[src/rtl/display_pkg.sv]
// Shared types and sizing helpers for the HUB75 scan controller.
package display_pkg;

    typedef enum logic [2:0] {
        IDLE, FETCH, WAIT, SHIFT, BLANK, LATCH, DISPLAY, SWAP
    } scan_state_e;

    localparam int PANEL_COLS      = 64;
    localparam int PANEL_ROW_PAIRS = 32;

    // Counter width able to hold 0..n-1, never narrower than one bit.
    function automatic int cnt_width(input int n);
        return (n > 1) ? $clog2(n) : 1;
    endfunction

endpackage

[src/rtl/display_scan_controller_if.sv]
// Frame-buffer read port, frame swap handshake and HUB75 panel pins in one bundle.
interface display_scan_if #(
    parameter int COLS      = display_pkg::PANEL_COLS,
    parameter int ROW_PAIRS = display_pkg::PANEL_ROW_PAIRS
);
    localparam int ADDR_W = display_pkg::cnt_width(ROW_PAIRS);
    localparam int SEL_W  = ADDR_W + 1;

    logic              frame_ready;
    logic              frame_ack;
    logic              get_buffer;
    logic              r_enable;
    logic [SEL_W-1:0]  row_0_sel;
    logic [SEL_W-1:0]  row_1_sel;
    logic [COLS-1:0]   row_0;
    logic [COLS-1:0]   row_1;
    logic              r1;
    logic              r2;
    logic [ADDR_W-1:0] addr;
    logic              sclk;
    logic              lat;
    logic              oe_n;

    modport master (
        input  frame_ready, row_0, row_1,
        output frame_ack, get_buffer, r_enable, row_0_sel, row_1_sel,
               r1, r2, addr, sclk, lat, oe_n
    );

    modport slave (
        output frame_ready, row_0, row_1,
        input  frame_ack, get_buffer, r_enable, row_0_sel, row_1_sel,
               r1, r2, addr, sclk, lat, oe_n
    );

endinterface

[src/rtl/display_scan_controller_hub75_shifter.sv]
// Serialises two loaded rows MSB-first onto r1/r2 with a divided sclk; pulses done
// combinationally in the last high-phase cycle of column 0.
module hub75_shifter
    import display_pkg::*;
#(
    parameter int COLS    = PANEL_COLS,
    parameter int CLK_DIV = 2
) (
    input  logic            clk,
    input  logic            reset,
    input  logic            load,
    input  logic [COLS-1:0] row_0_in,
    input  logic [COLS-1:0] row_1_in,
    output logic            r1,
    output logic            r2,
    output logic            sclk,
    output logic            done
);
    localparam int DIV_W = cnt_width(CLK_DIV);
    localparam int COL_W = cnt_width(COLS);
    localparam logic [DIV_W-1:0] DIV_LAST = DIV_W'(CLK_DIV - 1);

    logic [COLS-1:0]  sh0_q, sh0_d, sh1_q, sh1_d;
    logic [COL_W-1:0] col_q, col_d;
    logic [DIV_W-1:0] div_q, div_d;
    logic             active_q, active_d;
    logic             sclk_q, sclk_d;
    logic             r1_q, r1_d, r2_q, r2_d;
    logic             phase_end;

    assign phase_end = active_q && (div_q == DIV_LAST);
    assign done      = phase_end && sclk_q && (col_q == '0);

    always_comb begin
        sh0_d    = sh0_q;
        sh1_d    = sh1_q;
        col_d    = col_q;
        div_d    = div_q;
        active_d = active_q;
        sclk_d   = sclk_q;
        r1_d     = r1_q;
        r2_d     = r2_q;
        if (load) begin
            // The MSB goes straight to the pins; the shift regs hold the remaining columns.
            sh0_d    = row_0_in << 1;
            sh1_d    = row_1_in << 1;
            r1_d     = row_0_in[COLS-1];
            r2_d     = row_1_in[COLS-1];
            col_d    = COL_W'(COLS - 1);
            div_d    = '0;
            sclk_d   = 1'b0;
            active_d = 1'b1;
        end else if (active_q) begin
            div_d = phase_end ? '0 : div_q + 1'b1;
            if (phase_end) begin
                if (!sclk_q) begin
                    sclk_d = 1'b1;
                end else begin
                    sclk_d = 1'b0;
                    if (col_q == '0) begin
                        active_d = 1'b0;
                    end else begin
                        col_d = col_q - 1'b1;
                        r1_d  = sh0_q[COLS-1];
                        r2_d  = sh1_q[COLS-1];
                        sh0_d = sh0_q << 1;
                        sh1_d = sh1_q << 1;
                    end
                end
            end
        end
    end

    always_ff @(posedge clk or posedge reset) begin
        if (reset) begin
            sh0_q    <= '0;
            sh1_q    <= '0;
            col_q    <= '0;
            div_q    <= '0;
            active_q <= 1'b0;
            sclk_q   <= 1'b0;
            r1_q     <= 1'b0;
            r2_q     <= 1'b0;
        end else begin
            sh0_q    <= sh0_d;
            sh1_q    <= sh1_d;
            col_q    <= col_d;
            div_q    <= div_d;
            active_q <= active_d;
            sclk_q   <= sclk_d;
            r1_q     <= r1_d;
            r2_q     <= r2_d;
        end
    end

    assign r1   = r1_q;
    assign r2   = r2_q;
    assign sclk = sclk_q;

endmodule

[src/rtl/display_scan_controller.sv]
// Scan sequencer: fetches a row pair, shifts it out, blanks, latches, displays,
// and swaps frames at the frame boundary when the write side has one ready.
module display_scan_controller
    import display_pkg::*;
#(
    parameter int COLS      = PANEL_COLS,
    parameter int ROW_PAIRS = PANEL_ROW_PAIRS,
    parameter int CLK_DIV   = 2,
    parameter int BLANK_CYC = 2,
    parameter int OE_HOLD   = 256
) (
    input  logic          clk,
    input  logic          reset,
    display_scan_if.master bus
);
    localparam int P_W     = cnt_width(ROW_PAIRS);
    localparam int SEL_W   = P_W + 1;
    localparam int CNT_MAX = (BLANK_CYC > OE_HOLD) ? BLANK_CYC : OE_HOLD;
    localparam int CNT_W   = cnt_width(CNT_MAX);
    localparam logic [P_W-1:0] P_LAST = P_W'(ROW_PAIRS - 1);

    scan_state_e      state_q;
    logic [P_W-1:0]   p_q;
    logic [P_W-1:0]   p_inc;
    logic [CNT_W-1:0] cnt_q;
    logic             r_enable_q, get_buffer_q, frame_ack_q, lat_q, oe_n_q;
    logic [SEL_W-1:0] row_0_sel_q, row_1_sel_q;
    logic [P_W-1:0]   addr_q;
    logic             shift_done;

    assign p_inc = p_q + 1'b1;

    always_ff @(posedge clk or posedge reset) begin
        if (reset) begin
            state_q      <= IDLE;
            p_q          <= '0;
            cnt_q        <= '0;
            r_enable_q   <= 1'b0;
            get_buffer_q <= 1'b0;
            frame_ack_q  <= 1'b0;
            lat_q        <= 1'b0;
            oe_n_q       <= 1'b1;
            row_0_sel_q  <= '0;
            row_1_sel_q  <= '0;
            addr_q       <= '0;
        end else begin
            r_enable_q   <= 1'b0;
            get_buffer_q <= 1'b0;
            frame_ack_q  <= 1'b0;
            lat_q        <= 1'b0;
            unique case (state_q)
                IDLE, SWAP: begin
                    state_q     <= FETCH;
                    r_enable_q  <= 1'b1;
                    row_0_sel_q <= SEL_W'(p_q);
                    row_1_sel_q <= SEL_W'(p_q) + SEL_W'(ROW_PAIRS);
                end
                FETCH: state_q <= WAIT;
                WAIT:  state_q <= SHIFT;
                SHIFT: begin
                    if (shift_done) begin
                        if (BLANK_CYC > 0) begin
                            state_q <= BLANK;
                            cnt_q   <= CNT_W'(BLANK_CYC - 1);
                        end else begin
                            state_q <= LATCH;
                            lat_q   <= 1'b1;
                            addr_q  <= p_q;
                        end
                    end
                end
                BLANK: begin
                    if (cnt_q == '0) begin
                        state_q <= LATCH;
                        lat_q   <= 1'b1;
                        addr_q  <= p_q;
                    end else begin
                        cnt_q <= cnt_q - 1'b1;
                    end
                end
                LATCH: begin
                    state_q <= DISPLAY;
                    oe_n_q  <= 1'b0;
                    cnt_q   <= CNT_W'(OE_HOLD - 1);
                end
                DISPLAY: begin
                    if (cnt_q == '0) begin
                        oe_n_q <= 1'b1;
                        if (p_q == P_LAST) begin
                            // frame_ready is looked at once, as SWAP is entered, so the pulse lands in SWAP.
                            p_q          <= '0;
                            state_q      <= SWAP;
                            get_buffer_q <= bus.frame_ready;
                            frame_ack_q  <= bus.frame_ready;
                        end else begin
                            p_q         <= p_inc;
                            state_q     <= FETCH;
                            r_enable_q  <= 1'b1;
                            row_0_sel_q <= SEL_W'(p_inc);
                            row_1_sel_q <= SEL_W'(p_inc) + SEL_W'(ROW_PAIRS);
                        end
                    end else begin
                        cnt_q <= cnt_q - 1'b1;
                    end
                end
                default: state_q <= IDLE;
            endcase
        end
    end

    // Rows are captured at the end of WAIT, the cycle the buffer presents them.
    hub75_shifter #(
        .COLS    (COLS),
        .CLK_DIV (CLK_DIV)
    ) u_shifter (
        .clk      (clk),
        .reset    (reset),
        .load     (state_q == WAIT),
        .row_0_in (bus.row_0),
        .row_1_in (bus.row_1),
        .r1       (bus.r1),
        .r2       (bus.r2),
        .sclk     (bus.sclk),
        .done     (shift_done)
    );

    assign bus.r_enable   = r_enable_q;
    assign bus.get_buffer = get_buffer_q;
    assign bus.frame_ack  = frame_ack_q;
    assign bus.row_0_sel  = row_0_sel_q;
    assign bus.row_1_sel  = row_1_sel_q;
    assign bus.lat        = lat_q;
    assign bus.oe_n       = oe_n_q;
    assign bus.addr       = addr_q;

endmodule
[src/flat_wrapper.sv]
// flat-port wrapper written by rule: the top's interface ports become plain ports
module display_scan_controller_flat import display_pkg::*;
#(
    parameter int COLS      = PANEL_COLS,
    parameter int ROW_PAIRS = PANEL_ROW_PAIRS,
    parameter int CLK_DIV   = 2,
    parameter int BLANK_CYC = 2,
    parameter int OE_HOLD   = 256
)
  (clk, reset, bus_frame_ready, bus_row_0, bus_row_1, bus_frame_ack, bus_get_buffer, bus_r_enable, bus_row_0_sel, bus_row_1_sel, bus_r1, bus_r2, bus_addr, bus_sclk, bus_lat, bus_oe_n);
  display_scan_if #(.COLS(COLS), .ROW_PAIRS(ROW_PAIRS)) bus_i ();
  input  logic clk;
  input  logic reset;
  input wire logic [$bits(bus_i.frame_ready)-1:0] bus_frame_ready;
  input wire logic [$bits(bus_i.row_0)-1:0] bus_row_0;
  input wire logic [$bits(bus_i.row_1)-1:0] bus_row_1;
  output wire logic [$bits(bus_i.frame_ack)-1:0] bus_frame_ack;
  output wire logic [$bits(bus_i.get_buffer)-1:0] bus_get_buffer;
  output wire logic [$bits(bus_i.r_enable)-1:0] bus_r_enable;
  output wire logic [$bits(bus_i.row_0_sel)-1:0] bus_row_0_sel;
  output wire logic [$bits(bus_i.row_1_sel)-1:0] bus_row_1_sel;
  output wire logic [$bits(bus_i.r1)-1:0] bus_r1;
  output wire logic [$bits(bus_i.r2)-1:0] bus_r2;
  output wire logic [$bits(bus_i.addr)-1:0] bus_addr;
  output wire logic [$bits(bus_i.sclk)-1:0] bus_sclk;
  output wire logic [$bits(bus_i.lat)-1:0] bus_lat;
  output wire logic [$bits(bus_i.oe_n)-1:0] bus_oe_n;
  assign bus_i.frame_ready = bus_frame_ready;
  assign bus_i.row_0 = bus_row_0;
  assign bus_i.row_1 = bus_row_1;
  assign bus_frame_ack = bus_i.frame_ack;
  assign bus_get_buffer = bus_i.get_buffer;
  assign bus_r_enable = bus_i.r_enable;
  assign bus_row_0_sel = bus_i.row_0_sel;
  assign bus_row_1_sel = bus_i.row_1_sel;
  assign bus_r1 = bus_i.r1;
  assign bus_r2 = bus_i.r2;
  assign bus_addr = bus_i.addr;
  assign bus_sclk = bus_i.sclk;
  assign bus_lat = bus_i.lat;
  assign bus_oe_n = bus_i.oe_n;
  display_scan_controller #(.COLS(COLS), .ROW_PAIRS(ROW_PAIRS), .CLK_DIV(CLK_DIV), .BLANK_CYC(BLANK_CYC), .OE_HOLD(OE_HOLD)) u_core (.clk(clk), .reset(reset), .bus(bus_i));
endmodule
[config.mk]
export PLATFORM = sky130hd
export DESIGN_NAME = display_scan_controller_flat
export DESIGN_NICKNAME = d
export VERILOG_FILES = /design/src/rtl/display_pkg.sv /design/src/rtl/display_scan_controller_if.sv /design/src/rtl/display_scan_controller_hub75_shifter.sv /design/src/rtl/display_scan_controller.sv /design/src/flat_wrapper.sv
export SDC_FILE = /design/constraint.sdc
export NUM_CORES = 1
export LEC_CHECK = 0
export BUFFER_PORTS_ARGS = -buffer_cell sky130_fd_sc_hd__buf_2
export CAP_MARGIN = 40
export CORE_ASPECT_RATIO = 0.6
export CORE_UTILIZATION = 45
export DETAILED_ROUTE_END_ITERATION = 16
export PLACE_DENSITY = 0.67
export SETUP_SLACK_MARGIN = 0.4
export SLEW_MARGIN = 10
export SYNTH_ARGS = -nofsm -noshare
export SYNTH_HDL_FRONTEND = slang
export SYNTH_SLANG_ARGS = --single-unit
export TNS_END_PERCENT = 5
[constraint.sdc]
create_clock -name clk -period 8.6 [get_ports clk]
set_input_delay 0.43 -clock clk [delete_from_list [all_inputs] [get_ports clk]]
set_output_delay 0.43 -clock clk [all_outputs]
set_load 0.01 [all_outputs]
==> metrics <==
post-CTS setup buffer count=0; slowest stage delay, CP=~0.71 ns; worst-path fanout max=slightly below 70; Hold Crit Class=input port to flip-flop; Die Height=104 µm; RSZ-0062 raised after global routing=false; die area=~18000 µm²; total negative slack for setup checks=0 ns; P_leak=~4.5 nW; fin crit share=31.9%; crit path cell chain=inv_1 -> nand3_4 -> buf_4 -> and4_1 -> nor2_1; YS warnings=0; largest net degree at the start of global routing=90; vias in the first global route=a little over 6000; Setup Viol. Count Final=0; P per Cell Area=~180 nW/µm²; gr ovfl total=0; register area share after synthesis=between 50 and 60%; Yosys reg bits=approximately 170; critical setup path kind=flip-flop to flip-flop; asr flop ratio synth=100%; status=finished, final reports clean; CTS H-tree lvls=4; leading area contributor after synthesis=dfrtp_1; clk slew on worst S/H paths=around 0.070 ns; final hold slack=0.238 ns; peak supply drop=between 0.0001 and 0.00015 V; Net Sw Frac=between 20% and 30%; reg2reg end=u_core.u_shifter.col_q[3]; Unique masters post-synth=54; Ant. Diodes=0; Synth area leaders=dfrtp_1 53%, a21oi_1 16%, nand2_1 7.0%, nor2_1 6.7%, mux2_2 1.9%; Worst Skew=0.0147 ns; GPL Wtd Cong=a little over 0.8; row count=36; Critical path buffers and inverters=2; final worst path period need=2.75 ns; Worst path slowest cell=dfrtp_1; cell area after layout=~9400 µm²; Area after DPL=slightly below 9000 µm²; Sequential Power Share=around half; worst r2r path cells=5; CTS root buf=clkbuf_16; PostCTS Resize Cnt=0; relative slew slack=between 40% and 50%; Psw=0.382 mW; Slew Limit Fails=0; clk sink count=around 170; initial DRC count=between 600 and 700; detailed-route via count=roughly 6600; core region area=around 17000 µm²; Fin. Hold Viols=0; gr usage total=21.3%; IO Count=approximately 160; RR Startpoint=u_core.state_q[2]; area grow syn2layout=19.7%; Critical Path End=u_core.u_shifter.col_q[3]; Mapped Cells=900; crit path capture type=flip-flop; Num CTS Buffers=17; Worst Path Required=8.89 ns; Initial Utilization=a little under half; Clock Path Buffers=2; Syn Area/Cell=just under 9 µm²; DR DRC count=0; Internal=~1.3 mW; first-pass GRT wire length=approximately 31000 µm; Net Count, Synth=~1000; drt total wl=between 15000 and 20000 µm; Max Freq=364 MHz; Synth Flop Type=dfrtp_1; routed vias/inst=roughly 5.3; post-synth top area share=53.4%; Critical path origin=u_core.state_q[2]; width of the die=around 170 µm; Layout Nets=about 1100; Port Buffer Count=approximately 150; remaining antenna violation count after routing=0; share of cells above drive strength 1=21.8%; hold_sp=bus_row_1[0]; Gate power share=between 4 and 5%; DR pass1 iterations=5; Crit path max-delay family=buffers and inverters; Post-synth EDFFs=0; Levels on crit path=5; maxcap violations=0; FF-to-FF setup slack=around 6 ns; CTS tree=done; drt wl/cell=14.7 µm; Skew-Pair Late Insertion Delay=a little over 0.4 ns; Synth Cell Area=between 7000 and 8000 µm²; worst slew pin tran=0.752 ns; arrival time worst endpoint=roughly 3.0 ns; Final HPWL DP=around 12000 µm; Clk pwr share=a little under half; CP Launch Type=flip-flop; initial antenna violation count=1; hold buffers post-CTS=1
layout by cell type (no fill, tap or decap), drive strengths merged, types with 2 or more instances in the layout:
| cell type | count |
|---|---|
| o21a | 2 |
| nand2b | 3 |
| inv | 10 |
| dfrtp | 167 |
| nand3 | 10 |
| or2 | 2 |
| nand2 | 146 |
| xnor2 | 4 |
| clkinv | 5 |
| and3 | 6 |
| a31oi | 2 |
| mux2 | 13 |
| nor2 | 140 |
| bufinv | 3 |
| nand4b | 2 |
| xor2 | 4 |
| nor2b | 3 |
| clkbuf | 17 |
| ha | 6 |
| a21o | 2 |
| clkinvlp | 3 |
| buf | 164 |
| a211oi | 5 |
| nor3 | 6 |
| a21oi | 257 |
| o21ai | 13 |
| o31ai | 4 |
| nand4 | 2 |
per-stage QoR:
stage | std cells | worst slack (ns) | utilization [%] | total power [mW]
after floorplan | 900 | 3.62 | - | 0.874
after global placement | 1215 | 5.36 | 51.8 | 0.915
after detailed placement | 1220 | 5.86 | 52.7 | 0.921
after CTS | 1252 | 5.83 | 56.3 | 1.71
after global routing | 1252 | 5.59 | 56.3 | 1.75
final | 1252 | 5.85 | 56.3 | 1.69
area by class of cell:
| cell class | instances | area (µm²) |
|---|---|---|
| repair buffers | 165 | 956 |
| flip-flops and latches | 168 | 4210 |
| well taps | 228 | 285 |
| inverters | 7 | 31.3 |
| fillers | 1533 | 7260 |
| multi-input cells | 653 | 3290 |
| clock buffers | 17 | 425 |
| clock inverters | 14 | 171 |
worst min path at each step:
| stage | to | slack [ns] | depth (start not counted) |
|---|---|---|---|
| floorplan | u_core.u_shifter.sh0_q[1] | 0.47 | 2 |
| global placement | u_core.bus.row_1_sel[5] | 0.45 | 1 |
| detailed placement | u_core.u_shifter.sh1_q[49] | 0.34 | 2 |
| CTS | u_core.u_shifter.sh1_q[1] | 0.23 | 3 |
| global route | u_core.bus.get_buffer | 0.24 | 2 |
| finish | u_core.u_shifter.sh1_q[1] | 0.24 | 3 |
worst min-delay path: stages:
cell	delay, ns
buf_2	0.09
nand2_1	0.04
nand2_1	0.04
cells in the mapped netlist, drive strengths merged, types with 2 or more instances:
library cell / instances
nor2: 140
o21ai: 13
nand4: 2
and3: 6
or2: 2
clkbuf: 24
nand2: 146
nand4b: 2
nand3: 10
buf: 48
a211oi: 5
mux2: 13
o31ai: 4
ha: 6
xor2: 4
a21oi: 257
a31oi: 2
a21o: 2
dfrtp: 167
nand2b: 3
nor3: 6
nor2b: 3
inv: 6
xnor2: 4
o21a: 2
registers in the layout, summed over array words and instances (netlist names):
signal / count
u_core.u_shifter.sh1_q: 63
u_core.u_shifter.div_q: 1
u_core.u_shifter.active_q: 1
u_core.u_shifter.col_q: 6
u_core.state_q: 3
u_core.u_shifter.r2: 1
u_core.bus.r_enable: 1
u_core.bus.get_buffer: 1
u_core.cnt_q: 8
u_core.bus.oe_n: 1
u_core.p_q: 5
u_core.bus.row_1_sel: 6
u_core.u_shifter.r1: 1
u_core.bus.lat: 1
u_core.bus.addr: 5
u_core.u_shifter.sclk: 1
u_core.u_shifter.sh0_q: 63
cell families after synthesis:
| group | after synthesis | synth area share, % |
|---|---|---|
| compound gates | 296 | 20.3 |
| xor+xnor | 8 | 0.896 |
| fa+ha+maj | 6 | 0.960 |
| buf+inv | 79 | 4.62 |
| flops | 168 | 53.8 |
| mux | 14 | 2.00 |
| other cells | 1 | 0.0479 |
| simple gates | 328 | 17.4 |
layer usage:
| metal | vias up | share of wire (%) | wire length [µm] | track usage [%] |
|---|---|---|---|---|
| met5 | - | 0.043 | 8 | 0 |
| met4 | 2 | 0.57 | 106 | 4.49 |
| met3 | 13 | 6.7 | 1230 | 4.53 |
| met2 | 216 | 39 | 7280 | 27.2 |
| met1 | 3100 | 53 | 9830 | 35.8 |
| li1 | 3276 | - | - | - |
power by group through the flow:
stage               combinational [mW]  sequential (mW)  clock [mW]
CTS                             0.0784            0.828       0.803
global route                    0.0883            0.831       0.835
finish                          0.0765            0.829       0.787
detailed placement              0.0778            0.843           0
global placement                0.0729            0.843           0
floorplan                       0.0331            0.840           0
Note: power is estimated with default switching activity, not from simulation.
